File: config.mk
export PLATFORM = sky130hd
export DESIGN_NAME = ro_puf_eval
export DESIGN_NICKNAME = d
export VERILOG_FILES = /design/src/rtl/ro_puf_pkg.sv /design/src/rtl/ro_edge_counter.sv /design/src/rtl/ro_puf_eval.sv
export SDC_FILE = /design/constraint.sdc
export NUM_CORES = 1
export LEC_CHECK = 0
export ABC_AREA = 0
export CAP_MARGIN = 20
export CELL_PAD_IN_SITES_DETAIL_PLACEMENT = 1
export CELL_PAD_IN_SITES_GLOBAL_PLACEMENT = 1
export CORE_ASPECT_RATIO = 2
export CORE_MARGIN = 2
export CORE_UTILIZATION = 40
export DETAILED_ROUTE_END_ITERATION = 12
export PLACE_DENSITY_LB_ADDON = 0.25
export RECOVER_POWER = 25
export SLEW_MARGIN = 30
export SYNTH_ARGS = -nofsm -noshare
export SYNTH_HDL_FRONTEND = slang
export SYNTH_HIERARCHICAL = 1
export SYNTH_SLANG_ARGS = --single-unit
File: constraint.sdc
create_clock -name clk -period 2.1 [get_ports clk]
set_clock_uncertainty 0.05 [all_clocks]
set_input_delay 0.21 -clock clk [delete_from_list [all_inputs] [get_ports clk]]
set_output_delay 0.21 -clock clk [all_outputs]
set_load 0.005 [all_outputs]
File: src/rtl/ro_puf_pkg.sv
// Shared types for the RO-PUF evaluation stage.
package ro_puf_pkg;

    localparam int unsigned SEL_W = 3;

    typedef enum logic [2:0] {
        IDLE,
        SETTLE,
        COUNT,
        COMPARE,
        DONE
    } state_t;

endpackage

File: src/rtl/ro_edge_counter.sv
// Synchronises one ring-oscillator output, detects its rising edges and
// counts them with saturation while enabled.
module ro_edge_counter #(
    parameter int unsigned CNT_W = 16
) (
    input  logic             clk,
    input  logic             rst,
    input  logic             ro,
    input  logic             clear,
    input  logic             enable,
    output logic [CNT_W-1:0] count
);

    logic             r_sync1;
    logic             r_sync2;
    logic             r_prev;
    logic             w_rise;
    logic [CNT_W-1:0] r_count;

    // Two-flop synchroniser followed by a history flop for edge detection.
    always_ff @(posedge clk or posedge rst) begin
        if (rst) begin
            r_sync1 <= 1'b0;
            r_sync2 <= 1'b0;
            r_prev  <= 1'b0;
        end else begin
            r_sync1 <= ro;
            r_sync2 <= r_sync1;
            r_prev  <= r_sync2;
        end
    end

    assign w_rise = r_sync2 & ~r_prev;

    // Saturating edge counter; clear has priority over counting.
    always_ff @(posedge clk or posedge rst) begin
        if (rst) begin
            r_count <= '0;
        end else if (clear) begin
            r_count <= '0;
        end else if (enable && w_rise && (r_count != '1)) begin
            r_count <= r_count + 1'b1;
        end
    end

    assign count = r_count;

endmodule

File: src/rtl/ro_puf_eval.sv
// RO-PUF evaluation stage: latches a challenge onto the two oscillator mux
// selects, waits for the muxes to settle, counts edges of both selected
// oscillators over a fixed window and reports which one ran faster.
module ro_puf_eval
    import ro_puf_pkg::*;
#(
    parameter int unsigned WINDOW     = 1024,
    parameter int unsigned SETTLE_CYC = 8,
    parameter int unsigned CNT_W      = 16
) (
    input  logic             clk,
    input  logic             rst,
    input  logic             start,
    input  logic [5:0]       challenge,
    output logic [SEL_W-1:0] sel_a,
    output logic [SEL_W-1:0] sel_b,
    input  logic             ro_a,
    input  logic             ro_b,
    output logic             busy,
    output logic             done,
    output logic             response,
    output logic [CNT_W-1:0] count_a,
    output logic [CNT_W-1:0] count_b
);

    localparam int unsigned TMR_MAX = (WINDOW > SETTLE_CYC) ? WINDOW : SETTLE_CYC;
    localparam int unsigned TMR_W   = $clog2(TMR_MAX);
    localparam logic [TMR_W-1:0] SETTLE_LAST = TMR_W'(SETTLE_CYC - 1);
    localparam logic [TMR_W-1:0] WINDOW_LAST = TMR_W'(WINDOW - 1);

    state_t           r_state;
    state_t           w_next;
    logic [TMR_W-1:0] r_tmr;
    logic [SEL_W-1:0] r_sel_a;
    logic [SEL_W-1:0] r_sel_b;
    logic             r_response;
    logic [CNT_W-1:0] r_count_a;
    logic [CNT_W-1:0] r_count_b;
    logic [CNT_W-1:0] w_cnt_a;
    logic [CNT_W-1:0] w_cnt_b;
    logic             w_accept;
    logic             w_clear;
    logic             w_enable;

    // State register.
    always_ff @(posedge clk or posedge rst) begin
        if (rst) begin
            r_state <= IDLE;
        end else begin
            r_state <= w_next;
        end
    end

    // Next-state logic plus counter clear/enable decode.
    always_comb begin
        w_next   = r_state;
        w_accept = 1'b0;
        w_clear  = 1'b0;
        w_enable = 1'b0;
        case (r_state)
            IDLE: begin
                if (start) begin
                    w_accept = 1'b1;
                    w_clear  = 1'b1;
                    w_next   = SETTLE;
                end
            end
            SETTLE: begin
                w_clear = 1'b1;
                if (r_tmr == SETTLE_LAST) begin
                    w_next = COUNT;
                end
            end
            COUNT: begin
                w_enable = 1'b1;
                if (r_tmr == WINDOW_LAST) begin
                    w_next = COMPARE;
                end
            end
            COMPARE: w_next = DONE;
            DONE:    w_next = IDLE;
            default: w_next = IDLE;
        endcase
    end

    // Shared settle/window timer, restarted on every state change.
    always_ff @(posedge clk or posedge rst) begin
        if (rst) begin
            r_tmr <= '0;
        end else if (w_next != r_state) begin
            r_tmr <= '0;
        end else if ((r_state == SETTLE) || (r_state == COUNT)) begin
            r_tmr <= r_tmr + 1'b1;
        end
    end

    // Select latching on accept and result capture in COMPARE.
    always_ff @(posedge clk or posedge rst) begin
        if (rst) begin
            r_sel_a    <= '0;
            r_sel_b    <= '0;
            r_response <= 1'b0;
            r_count_a  <= '0;
            r_count_b  <= '0;
        end else if (w_accept) begin
            r_sel_a    <= challenge[2:0];
            r_sel_b    <= challenge[5:3];
            r_response <= 1'b0;
            r_count_a  <= '0;
            r_count_b  <= '0;
        end else if (r_state == COMPARE) begin
            r_response <= (w_cnt_a > w_cnt_b);
            r_count_a  <= w_cnt_a;
            r_count_b  <= w_cnt_b;
        end
    end

    ro_edge_counter #(.CNT_W(CNT_W)) u_cnt_a (
        .clk    (clk),
        .rst    (rst),
        .ro     (ro_a),
        .clear  (w_clear),
        .enable (w_enable),
        .count  (w_cnt_a)
    );

    ro_edge_counter #(.CNT_W(CNT_W)) u_cnt_b (
        .clk    (clk),
        .rst    (rst),
        .ro     (ro_b),
        .clear  (w_clear),
        .enable (w_enable),
        .count  (w_cnt_b)
    );

    assign sel_a    = r_sel_a;
    assign sel_b    = r_sel_b;
    assign busy     = (r_state != IDLE);
    assign done     = (r_state == DONE);
    assign response = r_response;
    assign count_a  = r_count_a;
    assign count_b  = r_count_b;

endmodule

==> impl_metrics.tcl <==
set metrics [dict create \
    status "completed" \
    required_ns 2.27 \
    first_pass_iters 4 \
    finalWirelength_microns 15200 \
    fillerInstances 1333 \
    tightest_slew_ns 1.36 \
    grt_use_total 0.245 \
    yosys_most_used_dff "dfrtp_1" \
    synth_edf_count 0 \
    grt_pass1_wl_microns 24100 \
    synth-xor-area-share 0.0146 \
    crit_slowest_cell "nor4_1" \
    dieWidth_microns 81.5 \
    hp-class "in -> async" \
    whs_ns 0.152 \
    layout_common_cells "dfrtp_1, nand2_1, buf_4, clkdlybuf4s50_1, o21ai_0" \
    cts_sinks 90 \
    p_int_uw 3080 \
    fin_cells 744 \
    p_sw_uw 1170 \
    crit_arrival_ns 2.27 \
    drt_drc_violations_left 0 \
    synth_area_leaders "dfrtp_1, nand2_1, ha_1" \
    final_area_sq_um 6230 \
    yosysTopAreaCell "dfrtp_1" \
    p_leak_uw 0.00266 \
    final_nets 625 \
    synthMuxAreaShare 0.0328 \
    placedCellCount 728 \
    final-hold-violation-count 0 \
    min_period_ns 2.09 \
    power_frac_seq 0.456 \
    synth_top_family_by_area "simple AND/OR/NAND/NOR gates" \
    synth_nets 529 \
    antenna_found_initial 0 \
    drv_cap 0 \
    final_common_cell "dfrtp_1" \
    start_util 0.411 \
    die-area_sq_um 13000 \
    start_kind "register" \
    netSwitchingFraction 0.276 \
    vias 4328 \
    clk_path_buf_depth 2 \
    syn_avg_cell_area_sq_um 9.64 \
    syn_to_final_growth_pct 29.5 \
    ys_seq_area_frac 0.468 \
    cts_buffers 9 \
    io-pin-count 52 \
    synth_area_sq_um 4810 \
    synth.distinct_cells 52 \
    cp_cell_sequence "or3b_4 > inv_4 > nand3b_1 > nor4_1 > mux2_2" \
    antennaDiodeCount 0 \
    slew_viol_final 0 \
    period_share 0.998 \
    fmax_ghz 0.477 \
    clk_pin_slew_ns 0.07 \
    drive_gt1_frac 0.202 \
    floorplan.rows 56 \
    ys_warn_count 6 \
    synth-compound-area-share 0.132 \
    p_clk_frac 0.382 \
    cts_hold_buf 0 \
    tns_ns 0 \
    setup_violations 0 \
    drt-initial-drc-count 259 \
    path_class "reg -> reg" \
    startpoint "r_state[0]$_DFF_PP0_" \
    port-buffer-count 51 \
    hpwlAfterDp_microns 11300 \
    netlist_instances 499 \
    cts_tree "done" \
    rsz0062_at_grt "true" \
    p_total_uw 4250 \
    coreArea_sq_um 11700 \
    pwr-share-comb 0.162 \
    yosys.area_share.simple 0.251 \
    gr-total-overflow 0 \
    die_h_microns 159 \
    place_congestion 0.877 \
    async_flop_share 1.00 \
    place_area_sq_um 5880 \
    crit_buf_inv 1 \
    clockRootBuffer "clkbuf_16" \
    ys_ff_latch 90 \
    slowest_delay_ns 0.51 \
    critical_path.top_delay_family "simple AND/OR/NAND/NOR gates" \
    power_density_nw_per_um2 682 \
    crit_fanout 4 \
    yosys.area_share.adder 0.0494 \
    grt_max_degree 68 \
    max-vdd-ir-drop_mv 0.386 \
    routedWlPerCell_microns 20.5 \
    antenna_left 0 \
    cp-end-kind "register" \
    grt_pass1_vias 4746 \
    max_slew_margin 0.0947 \
    synth_top_area_frac 0.468 \
    via_per_inst 5.82 \
    htree_levels 3 \
    clock_latency_ns 0.34 \
    r2r_start "r_state[0]$_DFF_PP0_" \
]
## registers in the layout (all words and copies together) (netlist names)
| name | cells |
|---|---|
| u_cnt_a/r_sync2 | 1 |
| count_a | 16 |
| u_cnt_b/r_sync1 | 1 |
| u_cnt_b/r_prev | 1 |
| u_cnt_b/count | 16 |
| r_state | 3 |
| response | 1 |
| sel_b | 3 |
| u_cnt_a/r_sync1 | 1 |
| u_cnt_b/r_sync2 | 1 |
| u_cnt_a/r_prev | 1 |
| sel_a | 3 |
| r_tmr | 10 |
| u_cnt_a/count | 16 |
| count_b | 16 |
## synthesized netlist by cell type, types with 8 or more instances
| cell | n |
|---|---|
| inv_1 | 26 |
| nand4_1 | 15 |
| dfrtp_1 | 90 |
| a21oi_1 | 32 |
| nor2_1 | 12 |
| nor3_1 | 8 |
| nand2_1 | 80 |
| ha_1 | 19 |
| or4_1 | 20 |
| o31ai_1 | 18 |
| and2_1 | 8 |
| o21ai_0 | 40 |
| nand3_1 | 19 |
| clkbuf_1 | 15 |
## per-layer routing
metal,routed length [microns],track usage
met5,0,0
met2,8720,0.457
met1,5140,0.240
met3,485,0.0357
met4,894,0.146
## layout make-up
type | instances | area (sq um) | share of cell area
multi-input combinational | 357 | 2380 | 0.383
tap | 145 | 181 | 0.0291
clock inverter | 5 | 55.1 | 0.00884
clock buffer | 10 | 239 | 0.0384
timing repair buffer | 111 | 1010 | 0.163
sequential | 90 | 2260 | 0.362
inverter | 26 | 100 | 0.0161
## worst reg2reg max path, stage by stage, from the launching register on
cell	delay [ns]
dfrtp_1	0.39
or3b_4	0.43
inv_4	0.09
nand3b_1	0.12
nor4_1	0.51
mux2_2	0.40
## per-stage QoR
stage	utilization	worst slack [ns]
6_report	0.532	0.00521
5_1_grt	0.532	-0.0292
4_1_cts	0.528	0.0123
3_5_place_dp	0.503	-0.0151
3_3_place_gp	0.503	0.0757
2_1_floorplan	-	0.0133
## power by group through the flow
stage	Sequential, uW	Clock [uW]	Combinational [uW]
floorplan	1950	0	345
global placement	1960	0	651
detailed placement	1970	0	694
CTS	1930	1660	698
global route	1950	1740	777
finish	1940	1620	687
## what timing repair did
action                                  4_1_cts  5_1_grt
cloned                                        0        0
gates resized for setup                       1       19
pin swaps                                     0        4
buffers inserted                              0        1
endpoints found under the setup margin        3       25
## worst paths after layout
check	end	slack, ns	depth (start not counted)
min in group clk	u_cnt_a/r_sync2$_DFF_PP0_	0.30	0
setup reg to reg	u_cnt_b/count[14]$_DFFE_PP0P_	0.005	5
setup / recovery	u_cnt_b/count[14]$_DFFE_PP0P_	0.005	5
hold reg to reg	u_cnt_a/r_sync2$_DFF_PP0_	0.30	0
max in group asynchronous	count_b[6]$_DFFE_PP0P_	0.41	3
hold / removal	u_cnt_a/r_sync1$_DFF_PP0_	0.15	2
## kinds of logic after synthesis
family          Yosys count
simple gates            213
compound gates          105
flops                    90
buf+inv                  52
fa+ha+maj                19
mux                      12
xor+xnor                  8
(Power assumes the default switching activity.)
